[config.mk]
export PLATFORM = sky130hd
export DESIGN_NAME = dsi_packet_sequencer
export DESIGN_NICKNAME = d
export VERILOG_FILES = /design/src/rtl/dsi_packet_sequencer.sv
export SDC_FILE = /design/constraint.sdc
export NUM_CORES = 1
export LEC_CHECK = 0
export ABC_AREA = 1
export BUFFER_PORTS_ARGS = -buffer_cell sky130_fd_sc_hd__buf_2
export CAP_MARGIN = 20
export CORE_UTILIZATION = 25
export DETAILED_ROUTE_END_ITERATION = 8
export SLEW_MARGIN = 20
export SYNTH_ARGS = -nofsm -noshare
export SYNTH_HDL_FRONTEND = slang
export SYNTH_HIERARCHICAL = 1
export SYNTH_SLANG_ARGS = --single-unit
export TNS_END_PERCENT = 30
[constraint.sdc]
create_clock -name clk_i -period 3.25 [get_ports clk_i]
set_input_delay 0.65 -clock clk_i [delete_from_list [all_inputs] [get_ports clk_i]]
set_output_delay 0.65 -clock clk_i [all_outputs]
set_load 0.03 [all_outputs]
[src/rtl/dsi_packet_sequencer.sv]
// dsi_packet_sequencer: emits one DSI packet per request as a byte stream (header, payload, CRC).
// Define DSI_PACKET_SEQUENCER_EOT_EN to append an EoT short packet after every packet.

module dsi_parity (
   input  logic [23:0] data_i,
   output logic [7:0]  ecc_o
);
   // Hamming-style ECC over {WC MSB, WC LSB, DI}; each mask selects one parity bit's coverage.
   always_comb begin
      ecc_o    = 8'h00;
      ecc_o[0] = ^(data_i & 24'hF12CB7);
      ecc_o[1] = ^(data_i & 24'hF2555B);
      ecc_o[2] = ^(data_i & 24'h749A6D);
      ecc_o[3] = ^(data_i & 24'hB8E38E);
      ecc_o[4] = ^(data_i & 24'hDF03F0);
      ecc_o[5] = ^(data_i & 24'hEFFC00);
   end
endmodule

module dsi_crc #(
   parameter int g_max_data_bytes = 1
) (
   input  logic                                     clk_i,
   input  logic                                     rst_n_i,
   input  logic                                     rst_i,
   input  logic                                     valid_i,
   input  logic [$clog2(g_max_data_bytes+1)-1:0]    nbytes_i,
   input  logic [8*g_max_data_bytes-1:0]            data_i,
   output logic [15:0]                              crc_o
);
   logic [15:0] crc_q, crc_d;

   // Reflected CCITT polynomial, LSB of each byte first, seeded with 0xFFFF.
   always_comb begin
      crc_d = crc_q;
      if (rst_i) begin
         crc_d = 16'hFFFF;
      end else if (valid_i) begin
         for (int b = 0; b < g_max_data_bytes; b++) begin
            if (b < int'(nbytes_i)) begin
               for (int i = 0; i < 8; i++) begin
                  crc_d = {1'b0, crc_d[15:1]} ^
                          ((crc_d[0] ^ data_i[8*b+i]) ? 16'h8408 : 16'h0000);
               end
            end
         end
      end
   end

   always_ff @(posedge clk_i or negedge rst_n_i) begin
      if (!rst_n_i) crc_q <= 16'hFFFF;
      else          crc_q <= crc_d;
   end

   assign crc_o = crc_q;
endmodule

// state   | meaning
// IDLE    | ready for a request; DI is loaded on the accept cycle
// HDR     | loading WC LSB, WC MSB, ECC
// PAYLOAD | forwarding payload bytes, counting down remaining
// CRC0/1  | loading checksum LSB then MSB
// EOT     | loading the EoT short packet (optional build)
// DONE    | waiting for the final byte to be taken
module dsi_packet_sequencer #(
   parameter int g_wc_bits = 16
) (
   input  logic        clk_i,
   input  logic        rst_n_i,
   input  logic        req_i,
   output logic        req_ready_o,
   input  logic        req_long_i,
   input  logic [1:0]  req_vc_i,
   input  logic [5:0]  req_dt_i,
   input  logic [15:0] req_wc_i,
   input  logic [7:0]  pl_data_i,
   input  logic        pl_valid_i,
   output logic        pl_ready_o,
   output logic [7:0]  out_data_o,
   output logic        out_valid_o,
   input  logic        out_ready_i,
   output logic        out_last_o,
   output logic        busy_o
);
`ifdef DSI_PACKET_SEQUENCER_EOT_EN
   typedef enum logic [2:0] {S_IDLE, S_HDR, S_PAYLOAD, S_CRC0, S_CRC1, S_DONE, S_EOT} state_t;
   localparam state_t S_AFTER  = S_EOT;
   localparam logic   PKT_LAST = 1'b0;
`else
   typedef enum logic [2:0] {S_IDLE, S_HDR, S_PAYLOAD, S_CRC0, S_CRC1, S_DONE} state_t;
   localparam state_t S_AFTER  = S_DONE;
   localparam logic   PKT_LAST = 1'b1;
`endif

   state_t               state_q, state_d;
   logic [1:0]           idx_q, idx_d;
   logic [7:0]           di_q, di_d;
   logic [15:0]          wc_q, wc_d;
   logic                 long_q, long_d;
   logic [7:0]           ecc_q, ecc_d;
   logic [g_wc_bits-1:0] rem_q, rem_d;
   logic                 out_valid_q, out_valid_d;
   logic [7:0]           out_data_q, out_data_d;
   logic                 out_last_q, out_last_d;
   logic                 live_q;

   logic        slot_free, accept, pl_take;
   logic        ld_en, ld_last;
   logic [7:0]  ld_data;
   logic [7:0]  ecc_calc;
   logic [15:0] crc;

   assign slot_free   = !out_valid_q || out_ready_i;
   assign req_ready_o = (state_q == S_IDLE) && live_q;
   assign accept      = req_i && req_ready_o;
   assign pl_ready_o  = (state_q == S_PAYLOAD) && slot_free;
   assign pl_take     = pl_valid_i && pl_ready_o;
   assign busy_o      = (state_q != S_IDLE);
   assign out_valid_o = out_valid_q;
   assign out_data_o  = out_data_q;
   assign out_last_o  = out_last_q;

   dsi_parity u_parity (
      .data_i ({req_wc_i[15:8], req_wc_i[7:0], req_vc_i, req_dt_i}),
      .ecc_o  (ecc_calc)
   );

   dsi_crc #(.g_max_data_bytes(1)) u_crc (
      .clk_i    (clk_i),
      .rst_n_i  (rst_n_i),
      .rst_i    (accept),
      .valid_i  (pl_take),
      .nbytes_i (1'b1),
      .data_i   (pl_data_i),
      .crc_o    (crc)
   );

   always_comb begin
      state_d = state_q;
      idx_d   = idx_q;
      di_d    = di_q;
      wc_d    = wc_q;
      long_d  = long_q;
      ecc_d   = ecc_q;
      rem_d   = rem_q;
      ld_en   = 1'b0;
      ld_last = 1'b0;
      ld_data = 8'h00;

      case (state_q)
         S_IDLE: begin
            if (accept) begin
               di_d    = {req_vc_i, req_dt_i};
               wc_d    = req_wc_i;
               long_d  = req_long_i;
               ecc_d   = {2'b00, ecc_calc[5:0]};
               ld_en   = 1'b1;
               ld_data = {req_vc_i, req_dt_i};
               idx_d   = 2'd1;
               state_d = S_HDR;
            end
         end
         S_HDR: begin
            if (slot_free) begin
               ld_en = 1'b1;
               idx_d = idx_q + 2'd1;
               case (idx_q)
                  2'd1:    ld_data = wc_q[7:0];
                  2'd2:    ld_data = wc_q[15:8];
                  2'd3:    ld_data = ecc_q;
                  default: ld_data = di_q;
               endcase
               if (idx_q == 2'd3) begin
                  rem_d = wc_q[g_wc_bits-1:0];
                  if (!long_q) begin
                     ld_last = PKT_LAST;
                     state_d = S_AFTER;
                  end else if (wc_q[g_wc_bits-1:0] == '0) begin
                     state_d = S_CRC0;
                  end else begin
                     state_d = S_PAYLOAD;
                  end
               end
            end
         end
         S_PAYLOAD: begin
            if (pl_take) begin
               ld_en   = 1'b1;
               ld_data = pl_data_i;
               rem_d   = rem_q - 1'b1;
               if (rem_q == g_wc_bits'(1)) state_d = S_CRC0;
            end
         end
         S_CRC0: begin
            if (slot_free) begin
               ld_en   = 1'b1;
               ld_data = crc[7:0];
               state_d = S_CRC1;
            end
         end
         S_CRC1: begin
            if (slot_free) begin
               ld_en   = 1'b1;
               ld_data = crc[15:8];
               ld_last = PKT_LAST;
               state_d = S_AFTER;
            end
         end
`ifdef DSI_PACKET_SEQUENCER_EOT_EN
         S_EOT: begin
            if (slot_free) begin
               ld_en = 1'b1;
               idx_d = idx_q + 2'd1;
               case (idx_q)
                  2'd0:    ld_data = 8'h08;
                  2'd3:    ld_data = 8'h01;
                  default: ld_data = 8'h0F;
               endcase
               if (idx_q == 2'd3) begin
                  ld_last = 1'b1;
                  state_d = S_DONE;
               end
            end
         end
`endif
         S_DONE: begin
            if (slot_free) state_d = S_IDLE;
         end
         default: state_d = S_IDLE;
      endcase
   end

   // Output slot: drains when taken, holds while stalled, refills only when free.
   always_comb begin
      out_valid_d = out_valid_q;
      out_data_d  = out_data_q;
      out_last_d  = out_last_q;
      if (slot_free) begin
         out_valid_d = 1'b0;
         out_last_d  = 1'b0;
      end
      if (ld_en) begin
         out_valid_d = 1'b1;
         out_data_d  = ld_data;
         out_last_d  = ld_last;
      end
   end

   always_ff @(posedge clk_i or negedge rst_n_i) begin
      if (!rst_n_i) begin
         state_q     <= S_IDLE;
         idx_q       <= 2'd0;
         di_q        <= 8'h00;
         wc_q        <= 16'h0000;
         long_q      <= 1'b0;
         ecc_q       <= 8'h00;
         rem_q       <= '0;
         out_valid_q <= 1'b0;
         out_data_q  <= 8'h00;
         out_last_q  <= 1'b0;
         live_q      <= 1'b0;
      end else begin
         state_q     <= state_d;
         idx_q       <= idx_d;
         di_q        <= di_d;
         wc_q        <= wc_d;
         long_q      <= long_d;
         ecc_q       <= ecc_d;
         rem_q       <= rem_d;
         out_valid_q <= out_valid_d;
         out_data_q  <= out_data_d;
         out_last_q  <= out_last_d;
         live_q      <= 1'b1;
      end
   end
endmodule

==> flow_summary.json <==
{
  "wl_per_cell_um": 13.0,
  "fillers": 2396,
  "firstDrtPassIters": 7,
  "cts_buffers": 9,
  "max-slew-margin-rel_pct": 37.9,
  "skew_ns": 0.00986,
  "portBuffers": 50,
  "drtIter0Drc": 405,
  "cts_root_buffer": "clkbuf_16",
  "crit_type": "reg2reg",
  "die_area_mm2": 0.0232,
  "peakVddDrop_mv": 0.266,
  "grt_overflow": 0,
  "syn_area_per_cell_um2": 6.45,
  "slowest_delay_ns": 0.52,
  "grt_use_total_pct": 14.0,
  "initial_core_util_pct": 25.7,
  "postRouteAntennaNets": 0,
  "rsz0062_at_grt": "false",
  "drive_gt1_share_pct": 13.6,
  "crit_start": "state_q[1]",
  "gp_congestion": 0.837,
  "synthesis.area_mm2": 0.00564,
  "placed_area_mm2": 0.00616,
  "cts_tree": "done",
  "grt_max_degree": 71,
  "power_mw": 5.37,
  "antennaDiodeCount": 0,
  "hpwl_mm": 12.0,
  "hold_buffers": 0,
  "cts_setup_buffers": 0,
  "slowest_stage": "dfrtp_1",
  "p_per_area_mw_per_mm2": 829,
  "violations": "design-rule violations",
  "coreArea_mm2": 0.0220,
  "clk_latency_ns": 0.34,
  "leakagePower_nw": 3.43,
  "finalCritPeriodShare_pct": 76.7,
  "critical_path.top_delay_family": "simple AND/OR/NAND/NOR gates",
  "htreeDepth": 3,
  "fp-row-count": 54,
  "path_clk_slew_ns": 0.06,
  "layout.nets": 966,
  "worst_pin_slew_ns": 0.931,
  "yosysWarningCount": 6,
  "fin_tns_setup_ns": 0,
  "status": "finished, violations left",
  "viasPerCell": 4.54,
  "die_y_um": 152,
  "route.vias.total": 5478,
  "drc": 2,
  "cts_sinks": 79,
  "min_period_ns": 2.49,
  "max-cap-violations": 0,
  "clock.fmax_mhz": 401,
  "stdcell_area_mm2": 0.00648,
  "wl_mm": 15.7,
  "path_buf_inv": 2,
  "grt_pass1_wl_mm": 26.1,
  "critPathRequiredTime_ns": 3.53,
  "synth_cells": 875,
  "slew_violations": 0,
  "num_io_pins": 51,
  "clock_path_buffers": 2,
  "cp-start-kind": "register",
  "critPathCaptureType": "register",
  "grt_pass1_vias": 5168,
  "antenna_found_initial": 0,
  "r2r-start": "state_q[1]",
  "ctsResizeCount": 0,
  "worstPathMaxFanout": 24,
  "die_w_um": 152,
  "holdWs_ns": 0.434,
  "area_delta_synth_final_pct": 14.8,
  "hold_class": "in2async",
  "hold_violations": 0,
  "cp_data_arrival_time_ns": 2.77,
  "setup_viol": 0,
  "crit_chain": "nand3_2, buf_4, nor3_2, nand2_1, nor2_2, o21ai_0, o22ai_1, inv_1"
}
[final timing paths]
kind / to / slack [ns] / cells after the start
min reg2reg: di_q[6] / 0.48 / 2
max in group asynchronous: u_crc/crc_o[4] / 2.01 / 2
max reg2reg: u_crc/crc_o[5] / 0.76 / 8
min in group clk_i: di_q[6] / 0.48 / 2
max: u_crc/crc_o[5] / 0.76 / 8
min: long_q / 0.43 / 1
[placed cells by master, fill, tap and decap left out, drive strengths merged, types with 12 or more instances in the layout]
master and instances:
dfrtp 63, dfstp 16, nand2 375, buf 53, o21ai 43, xor2 13, a21oi 22, nand3 78
clkbuf 12, inv 108, nor2 70
[sequential cells by signal (all words and copies together), names as in the netlist]
register	count
di_q	8
ecc_q	6
idx_q	2
live_q	1
long_q	1
out_data_o	8
out_last_o	1
out_valid_o	1
rem_q	16
state_q	3
u_crc/crc_o	16
wc_q	16
[metal layers]
layer | GRT usage (%) | vias up | share of wire (%)
li1 | - | 2842 | -
met1 | 19.9 | 2480 | 50
met2 | 21.7 | 138 | 44
met3 | 1.82 | 18 | 4.3
met4 | 4.52 | 0 | 1.7
met5 | 0 | - | 0
[cell type report]
class / count / area, µm² / area share, %
Sequential cell: 79 / 2000 / 30.8
Clock buffer: 12 / 268 / 4.13
Clock inverter: 4 / 51.3 / 0.792
Tap cell: 280 / 350 / 5.41
Inverter: 110 / 418 / 6.45
Multi-Input combinational cell: 669 / 3120 / 48.2
Timing Repair Buffer: 53 / 275 / 4.25
[power breakdown]
part	internal, mW	total (mW)	switching, mW
Combinational	0.798	2.40	1.60
Clock	0.665	1.09	0.425
Sequential	1.47	1.88	0.403
[stage by stage]
stage | std cells | util, % | setup slack [ns]
after floorplan | 876 | - | 1.36
after CTS | 1207 | 29.5 | 0.718
after global routing | 1207 | 29.5 | 0.539
after detailed placement | 1191 | 28.1 | 0.676
after global placement | 1191 | 28.1 | 0.731
final | 1207 | 29.5 | 0.757
No activity file was read; power rests on OpenSTA's default activity.
